### config.mk
export PLATFORM = sky130hd
export DESIGN_NAME = scan_mux
export DESIGN_NICKNAME = d
export VERILOG_FILES = /design/src/rtl/scan_mux_pkg.sv /design/src/rtl/rr_pick.sv /design/src/rtl/scan_mux.sv
export SDC_FILE = /design/constraint.sdc
export NUM_CORES = 1
export LEC_CHECK = 0
export CORE_ASPECT_RATIO = 0.5
export CORE_UTILIZATION = 42
export DETAILED_ROUTE_END_ITERATION = 6
export GPL_ROUTABILITY_DRIVEN = 0
export GPL_TIMING_DRIVEN = 0
export MAX_ROUTING_LAYER = met4
export PLACE_DENSITY = 0.9
export SYNTH_ARGS = -nofsm -noshare
export SYNTH_HDL_FRONTEND = slang
export SYNTH_HIERARCHICAL = 1
export SYNTH_SLANG_ARGS = --single-unit
### constraint.sdc
create_clock -name clk -period 4.7 [get_ports clk]
set_input_delay 0.94 -clock clk [delete_from_list [all_inputs] [get_ports clk]]
set_output_delay 0.94 -clock clk [all_outputs]
set_load 0.02 [all_outputs]
### src/rtl/scan_mux_pkg.sv
// scan_mux_pkg: shared constants for scan_mux
package scan_mux_pkg;
  localparam logic MODE_FIXED = 1'b0;
  localparam logic MODE_RR = 1'b1;
  localparam int STALL_W = 16;
endpackage

### src/rtl/rr_pick.sv
// rr_pick: rotating-priority picker, first set request at or after base
module rr_pick #(
  parameter int NCH = 4,
  localparam int SELW = $clog2(NCH)
) (
  input  logic [NCH-1:0]  req,
  input  logic [SELW-1:0] base,
  output logic            found,
  output logic [SELW-1:0] idx
);
  // walk farthest-to-nearest so the nearest requester wins the last write
  always_comb begin
    found = 1'b0;
    idx = '0;
    for (int k = NCH - 1; k >= 0; k--)
      if (req[(int'(base) + k) % NCH]) begin
        found = 1'b1;
        idx = SELW'((int'(base) + k) % NCH);
      end
  end
endmodule

### src/rtl/scan_mux.sv
// scan_mux: N:1 registered mux, fixed-select or round-robin scan with valid/ready
// SCAN_MUX_STALL_CNT_EN adds a saturating stall_cnt output
module scan_mux
  import scan_mux_pkg::*;
#(
  parameter int NCH = 4,
  parameter int WIDTH = 8,
  localparam int SELW = $clog2(NCH)
) (
  input  logic                 clk,
  input  logic                 rst_n,
  input  logic                 mode,
  input  logic [SELW-1:0]      sel,
  input  logic [NCH*WIDTH-1:0] in_data,
  input  logic [NCH-1:0]       in_valid,
  output logic [NCH-1:0]       in_ready,
  output logic [WIDTH-1:0]     out_data,
  output logic [SELW-1:0]      out_ch,
  output logic                 out_valid,
`ifdef SCAN_MUX_STALL_CNT_EN
  input  logic                 out_ready,
  output logic [STALL_W-1:0]   stall_cnt
`else
  input  logic                 out_ready
`endif
);
  logic [SELW-1:0] rr_ptr, rr_idx, chosen;
  logic rr_found, have, can_load, xfer_in;
  rr_pick #(.NCH(NCH)) u_pick (.req(in_valid), .base(rr_ptr), .found(rr_found), .idx(rr_idx));
  always_comb begin
    can_load = !out_valid | out_ready;
    chosen = (mode == MODE_RR) ? rr_idx : sel;
    have = (mode == MODE_RR) ? rr_found : (int'(sel) < NCH);
    in_ready = (can_load & have) ? (NCH'(1) << chosen) : '0;
    xfer_in = have & can_load & in_valid[chosen];
  end
  always_ff @(posedge clk or negedge rst_n)
    if (!rst_n) begin
      out_valid <= 1'b0;
      out_data <= '0;
      out_ch <= '0;
      rr_ptr <= '0;
    end else begin
      if (xfer_in) begin
        out_valid <= 1'b1;
        out_data <= in_data[int'(chosen)*WIDTH +: WIDTH];
        out_ch <= chosen;
      end else if (out_ready) out_valid <= 1'b0;
      if (xfer_in && mode == MODE_RR) rr_ptr <= (int'(chosen) == NCH - 1) ? '0 : chosen + 1'b1;
    end
`ifdef SCAN_MUX_STALL_CNT_EN
  always_ff @(posedge clk or negedge rst_n)
    if (!rst_n) stall_cnt <= '0;
    else if (out_valid && !out_ready && stall_cnt != '1) stall_cnt <= stall_cnt + 1'b1;
`endif
endmodule

# Yosys cells after proc, flatten, opt, wreduce, memory -nomap -nowiden
# Index checks and enable logic that the tools add are counted.
[totals]
ff_bits = 13
inputBits = 42
output_inout_bits = 15
word_cells = 55
[op_classes]
n_addsub = 4
n_lt_le_gt_ge = 5
n_eq_ne = 1
shift = 2
mux = 27
bitwise_logic = 6
n_reduce_logical = 6
[ops]
columns = ["op", "n"]
rows = [
  ["32-bit by 6-bit variable part select with 8-bit output", 1],
  ["1-bit two-way mux", 15],
  ["3-bit by 4-bit < comparator with 1-bit output (second input constant)", 3],
  ["2-bit two-way mux", 6],
  ["1-bit binary-select mux with 2-bit select", 5],
  ["2-bit by 3-bit < comparator with 1-bit output (second input constant)", 2],
  ["2-bit OR reduction", 3],
  ["2-bit by 1-bit adder with 2-bit output (second input constant)", 2],
  ["2-bit adder (second input constant)", 2],
  ["4-bit two-way mux", 1],
  ["1-bit by 2-bit << shifter with 4-bit output (first input constant)", 1],
  ["1-bit bitwise AND (first input constant)", 3],
  ["1-bit bitwise AND", 2],
  ["2-bit by 1-bit == test with 1-bit output (second input constant)", 1],
  ["2-bit nonzero test", 1],
  ["1-bit logical AND", 1],
  ["1-bit logical NOT", 1],
  ["1-bit bitwise OR", 1],
]

# Longest topological paths before layout
# Gate-level depths: netlist of run 1.
[logic_depth]
ltp_word = 15
depth_mapped = 10
depth_no_buf = 9

# By module
# Netlist of run 1, hierarchy kept.
[modules_own_cells]
columns = ["module", "instances", "cells_per_inst", "area_per_inst_um2", "seq_area_each_um2"]
rows = [
  ["scan_mux", 1, 85, 1017.2, 325.3],
  ["rr_pick", 1, 13, 77.6, 0.0],
]

# Least setup slack after synthesis of run 1
# Ideal clock, no wire load.
[synth_timing]
path_kind = "in2out"
from = "in in_valid[3]"
to = "out in_ready[3]"
t_arrival_ps = 2306
required_time_ps = 3760
slack_ps = 1454
cell_stages = 9
path_buffers = 2
path_cell_list = "nand2b_1 > a211oi_1 > nor2_1 > a21boi_1 > buf_6 > buf_6 > inv_1 > ha_1 > and2_1"
[synth_between]
elab_chain_cells = 10
elab_cells_between_ends = 24
classes_between = "1 x shift; 22 x mux; 1 x bitwise"
[synth_lines]
columns = ["element", "line_no", "text"]
rows = [
  ["start: declaration", "scan_mux.sv:15", "input logic [NCH-1:0] in_valid,"],
  ["1-bit binary-select mux with 2-bit select", "rr_pick.sv:16", "if (req[(int'(base) + k) % NCH]) begin"],
  ["1-bit two-way mux (not written as such) (2 in series)", "rr_pick.sv:16", ""],
  ["2-bit two-way mux (3 in series)", "rr_pick.sv:16", ""],
  ["2-bit two-way mux *", "rr_pick.sv:16", ""],
  ["named net rr_idx[1]", "scan_mux.sv:27", "logic [SELW-1:0] rr_ptr, rr_idx, chosen;"],
  ["2-bit two-way mux *", "scan_mux.sv:32", "chosen = (mode == MODE_RR) ? rr_idx : sel;"],
  ["named net chosen[1]", "scan_mux.sv:27", ""],
  ["1-bit by 2-bit << shifter with 4-bit output *", "scan_mux.sv:34", "in_ready = (can_load & have) ? (NCH'(1) << chosen) : '0;"],
  ["4-bit two-way mux *", "scan_mux.sv:34", ""],
  ["end: declaration", "scan_mux.sv:16", "output logic [NCH-1:0] in_ready,"],
]
# Mark *: on every way through the listed nets, which the timed path passes. The rest lies on a longest branch. The select of a mux whose other input is x is not followed.

# Worst setup path in the final report of run 1
# Same ends and word-level chain as after synthesis.

==> impl_metrics.toml, run 1 <==
[logic_synthesis]
ys_warn_count = 6
postSynthAreaPerCell_um2 = 11.17
ys_seq_area_frac = 0.2971
syn-num-nets = 144
synth_seq_cells = 13
netlist_area_um2 = 1095
syn_inst = 98
yosysUniqueCellTypes = 25

[floorplanning]
die_h_um = 38.10
initial_core_util = 0.4674
design.core.area_um2 = 2342
ioPinCount = 57
fp.dieW_um = 74.21
rows = 12
dieArea_um2 = 2827

[layout]
diodes = 0
area_growth_pct = 58.51
stdcell_count = 192
final_cell_area_um2 = 1735
fin_util = 0.7409
fin_nets = 204
drive_gt1_frac = 0.1720
num-fill-cells = 173

[global_routing]
grt_pass1_wl_um = 4450
overflow = 0
busiest_layer = "met2"
track_usage = 0.2251
use_met3 = 0.05526
grt_util_met2 = 0.4000
grt_max_degree = 14
gr-usage-met1 = 0.2549
antenna_found_initial = 0
grt_pass1_vias = 1007

[outcome]
status = "complete, no violations"

[power]
pwr-share-comb = 0.619
p_clk_frac = 0.120
intPower_uw = 509.4
power.density_nw_per_um2 = 465.5
p_leak_nw = 0.8194
p_sw_uw = 298.3
ir_worst_vdd_mv = 0.2207
p_seq_frac = 0.261
sw_frac_of_total = 0.3693

[job]
max-cap-violations = 0

[worst_setup_path]
r2r_slack_ps = 2370
start_kind = "input pin"
cp_data_arrival_time_ps = 3500
critPathCapture = "in_ready[3]"
ff2ff_path_depth = 9
crit_chain = "clkdlybuf4s50_1, nand2b_1, a211oi_1, nor2_1, a21boi_1, buf_6, buf_6, inv_1, ha_1, and2_1, clkdlybuf4s50_1"
critPathLaunch = "in_valid[3]"
required_ps = 3760
r2r-end = "out_ch[0]"
cp_slowest_cell = "clkdlybuf4s50_1"
critPathMaxFanout = 11
critPathKind = "input pin to primary output"
reg2reg_from = "rr_ptr[1]"
crit_path_end_kind = "primary output"
cpPeakStageDelay_ps = 530

[clock_tree]
insertion_delay_ps = 240
ctsHoldBuffers = 0
cts_num_sinks = 13
cts_resized = 0
cts_buffer_depth = 2
htreeDepth = 1
cts.clk_slew.worst_paths_ps = 50
cts_tree = "done"
cts_root_buffer = "clkbuf_8"
cts_buffers = 3
cts_setup_buffers = 0

[timing]
finalCriticalPeriod_ps = 4443
final-max-slew-violation-count = 0
hold_viol = 0
worst_pin_slew_ps = 569.5
post-route-period-util = 0.9454
maxSlewHeadroom = 0.6191
finalSetupViolCount = 0
max_freq_ghz = 0.2251
fin_skew_ps = 6.867
grt_setup_unrepaired = "no"
setup_ws_ps = 256.5
tns_ps = 0

[place]
port_buffers = 55
dp_hpwl_um = 2206
dp.cells = 188
dpl_cell_area_um2 = 1689
pre_cts_slack_ps = 284.3

[route]
remaining_drc_errors = 0
dr.first_iter.drc_count = 12
firstDrtPassIters = 4
vias = 964
drtAntennaViolNets = 0
wl_per_cell_um = 14.26
drt-total-wl_um = 2738
vias_per_cell = 5.021

[min_path]
min_path_type = "flip-flop to flip-flop"
final cells by class:
class	instances	area (µm²)	area share
multi-input combinational	76	698.2	0.4023
timing repair buffer	55	550.5	0.3172
sequential	13	325.3	0.1875
buffer	5	56.30	0.03244
tap	35	43.79	0.02523
clock buffer	3	41.29	0.02379
inverter	4	15.01	0.008652
clock inverter	1	5.005	0.002884
metal layers:
layer | vias up | part of all wire
met5 | - | 0
met4 | 0 | 0.0099
met3 | 4 | 0.039
met2 | 31 | 0.52
met1 | 467 | 0.43
li1 | 462 | -
placed cells by master, fill, tap and decap left out:
master,count
o211ai_1,1
nand2_2,1
clkinv_2,1
mux2_4,9
nand2b_1,5
nor2_2,1
nand3_2,1
inv_1,4
dfrtp_1,13
nor2_1,8
ha_1,4
buf_6,5
a211oi_1,1
clkbuf_8,3
mux2i_1,26
a21oi_1,2
and2_1,4
clkdlybuf4s50_1,55
nor3b_1,1
o221ai_2,1
a32oi_1,1
a211oi_2,1
nor2b_1,1
a21boi_1,1
nand2b_4,1
nand4_1,1
nand2_1,2
mux2_2,3
power groups by stage:
stage          clock network, mW  registers (mW)  logic [mW]
2_1_floorplan                  0           0.263       0.253
3_3_place_gp                   0           0.207       0.490
3_5_place_dp                   0           0.211       0.500
4_1_cts                   0.0992           0.210       0.504
5_1_grt                    0.106           0.219       0.531
6_report                  0.0971           0.210       0.500
worst min-delay path by stage:
stage	start	endpoint	slack, ps	depth (start not counted)
after floorplan	rr_ptr[0]	rr_ptr[0]	540	1
after global placement	out_data[4]	out_data[4]	490	1
after detailed placement	out_data[7]	out_data[7]	500	1
after CTS	out_ch[1]	out_ch[1]	520	1
after global routing	out_data[2]	out_data[2]	530	1
final	out_data[5]	out_data[5]	510	1
state kept, by name (all words and copies together), names as in the netlist:
| register | cells |
|---|---|
| out_ch | 2 |
| out_data | 8 |
| rr_ptr | 2 |
| out_valid | 1 |
cells in the mapped netlist:
master,number,area [µm²]
a211oi_2,1,12.51
mux2_2,3,33.78
ha_1,4,50.05
nor3b_1,1,7.510
nor2b_1,1,6.260
nand2b_1,5,31.28
a211oi_1,1,7.510
o211ai_1,1,7.510
inv_1,4,15.01
nor2_1,8,30.03
nand4_1,1,6.260
mux2i_1,26,260.3
a21boi_1,1,7.510
a32oi_1,1,8.760
mux2_4,9,135.1
dfrtp_1,13,325.3
a21oi_1,2,10.01
nand2_1,2,7.510
nand3_2,1,10.01
and2_1,4,25.02
o221ai_2,1,15.01
buf_6,5,56.30
nor2_2,1,6.260
nand2b_4,1,13.76
nand2_2,1,6.260
stage by stage:
| stage | hold WS, ps | power, mW |
|---|---|---|
| 3_3_place_gp | 488.3 | 0.6972 |
| 5_1_grt | 533.2 | 0.8559 |
| 4_1_cts | 516.0 | 0.8130 |
| 2_1_floorplan | 539.3 | 0.5152 |
| 3_5_place_dp | 495.3 | 0.7107 |
| 6_report | 514.4 | 0.8078 |
cell families after synthesis:
group,Yosys count,share of synthesized area
buffers and inverters,9,0.06514
AND/OR/NAND/NOR,26,0.1372
adder cells (fa/ha/maj),4,0.04572
flip-flops,13,0.2971
multiplexers,38,0.3920
AO/OA/AOI/OAI,8,0.06286
critical path: cells and delay by family:
family	cells	cell delay, ps
and+or+nand+nor	3	430
buffers and inverters	5	1520
AOI/OAI and AO/OA	2	410
adders and majority gates	1	200
(Power assumes the default switching activity.)
==> run 2: changes to the inputs <==
--- a/config.mk
+++ b/config.mk
@@ -12,6 +12,8 @@
 export GPL_TIMING_DRIVEN = 0
 export MAX_ROUTING_LAYER = met4
 export PLACE_DENSITY = 0.9
+export SETUP_SLACK_MARGIN = 0.15
+export SLEW_MARGIN = 40
 export SYNTH_ARGS = -nofsm -noshare
 export SYNTH_HDL_FRONTEND = slang
 export SYNTH_HIERARCHICAL = 1
==> run 2 against run 1 <==
  * Sequential cell count stayed put
  * Fmax is 1.8% higher
  * Sequential power hardly changed
  * Global-route usage stayed put
  * Combinational power hardly changed
  * Cell count stayed put
==> impl_metrics.toml, run 2 (synthesis results as in run 1) <==
[outcome]
status = "complete, no violations"

[global_routing]
grt_pass1_wl_um = 4450
grt_max_degree = 14
track_usage = 0.2251
antenna_found_initial = 0
grt_pass1_vias = 1007
overflow = 0

[layout]
drive_gt1_frac = 0.1720
largest-register = "out_data"
mostFrequentLayoutCells = "clkdlybuf4s50_1, mux2i_1, dfrtp_1, mux2_4, nor2_1"
area_growth_pct = 58.97
largest_reg_flops = 8
final_cell_area_um2 = 1740
fin_util = 0.7431
top_regs = "out_data (8), out_ch (2), rr_ptr (2)"
diodes = 0
final_common_cell = "clkdlybuf4s50_1"
fin_nets = 204

[route]
drtAntennaViolNets = 0
firstDrtPassIters = 4
drt-total-wl_um = 2737
wl_per_cell_um = 14.26
remaining_drc_errors = 0
vias_per_cell = 5.005
vias = 961
dr.first_iter.drc_count = 10

[worst_setup_path]
cp_data_arrival_time_ps = 3430
required_ps = 3760
critPathMaxFanout = 11
ff2ff_path_depth = 9
start_kind = "input pin"
crit_path_end_kind = "primary output"
critPathKind = "input pin to primary output"

[clock_tree]
cts_num_sinks = 13
cts_setup_buffers = 0
cts_resized = 0
cts_buffer_depth = 2
cts_buffers = 3
cts_root_buffer = "clkbuf_8"
insertion_delay_ps = 240
ctsHoldBuffers = 0
cts.clk_slew.worst_paths_ps = 50
cts_tree = "done"
htreeDepth = 1

[timing]
tns_ps = 0
max_freq_ghz = 0.2291
maxSlewHeadroom = 0.6191
post-route-period-util = 0.9288
fin_skew_ps = 6.867
worst_pin_slew_ps = 569.5
final-max-slew-violation-count = 0
finalCriticalPeriod_ps = 4365
setup_ws_ps = 334.7
hold_viol = 0
finalSetupViolCount = 0
grt_setup_unrepaired = "no"

[floorplanning]
ioPinCount = 57
fp.dieW_um = 74.21
design.core.area_um2 = 2342
dieArea_um2 = 2827
rows = 12
die_h_um = 38.10
initial_core_util = 0.4674

[min_path]
min_path_cells = 1
min_path_type = "flip-flop to flip-flop"

[power]
ir_worst_vdd_mv = 0.2207
p_leak_nw = 0.8513
power.density_nw_per_um2 = 463.5
power_uw = 806.7

[place]
dp_hpwl_um = 2206
pre_cts_slack_ps = 284.3
dpl_cell_area_um2 = 1689
port_buffers = 55

[job]
max-cap-violations = 0
run 2: changes by cell type in the layout (fill, tap and decap cells not counted):
cell,previous run,this run
dlymetal6s2s_1,0,2
clkdlybuf4s50_1,55,53
run 2: worst max-delay path, cell delays in order:
cell and delay, ps:
clkdlybuf4s50_1 510, nand2b_1 200, a211oi_1 230, nor2_1 100, a21boi_1 180, buf_6 190
buf_6 190, ha_1 160, and2_1 120, clkdlybuf4s50_1 600
run 2: final timing paths:
kind	start	endpoint	slack, ps
min in group asynchronous	rst_n	out_data[3]	1060
worst min register to register	out_data[5]	out_data[5]	510
max in group asynchronous	rst_n	out_data[4]	3260
worst min-delay path	out_data[5]	out_data[5]	510
worst max register to register	rr_ptr[1]	out_ch[0]	2380
worst max-delay path	in_valid[3]	in_ready[0]	330
run 2: power breakdown:
part	leakage, nW	internal (mW)	switching [mW]	total [mW]
Clock	0.0255	0.0584	0.0387	0.0971
Sequential	0.154	0.169	0.0409	0.210
Combinational	0.672	0.281	0.218	0.499
Total	0.851	0.509	0.298	0.807
run 2: layer usage:
layer | track usage | part of all wire | wire, µm
met4 | 0.07692 | 0.0099 | 27
met3 | 0.05526 | 0.037 | 101
met5 | - | 0 | 0
met1 | 0.2549 | 0.43 | 1177
met2 | 0.4000 | 0.52 | 1431
run 2: area by class of cell:
cell class              count  area (µm²)
clock inverters             1       5.005
repair buffers             55       555.5
multi-input cells          76       698.2
clock buffers               3       41.29
fillers                   172       601.8
well taps                  35       43.79
flip-flops and latches     13       325.3
plain buffers               5       56.30
inverters                   4       15.01
run 2: stage by stage:
stage,hold slack (ps),cells
2_1_floorplan,539.3,98
3_3_place_gp,488.3,188
3_5_place_dp,495.3,188
4_1_cts,516.0,192
5_1_grt,533.2,192
6_report,514.4,192
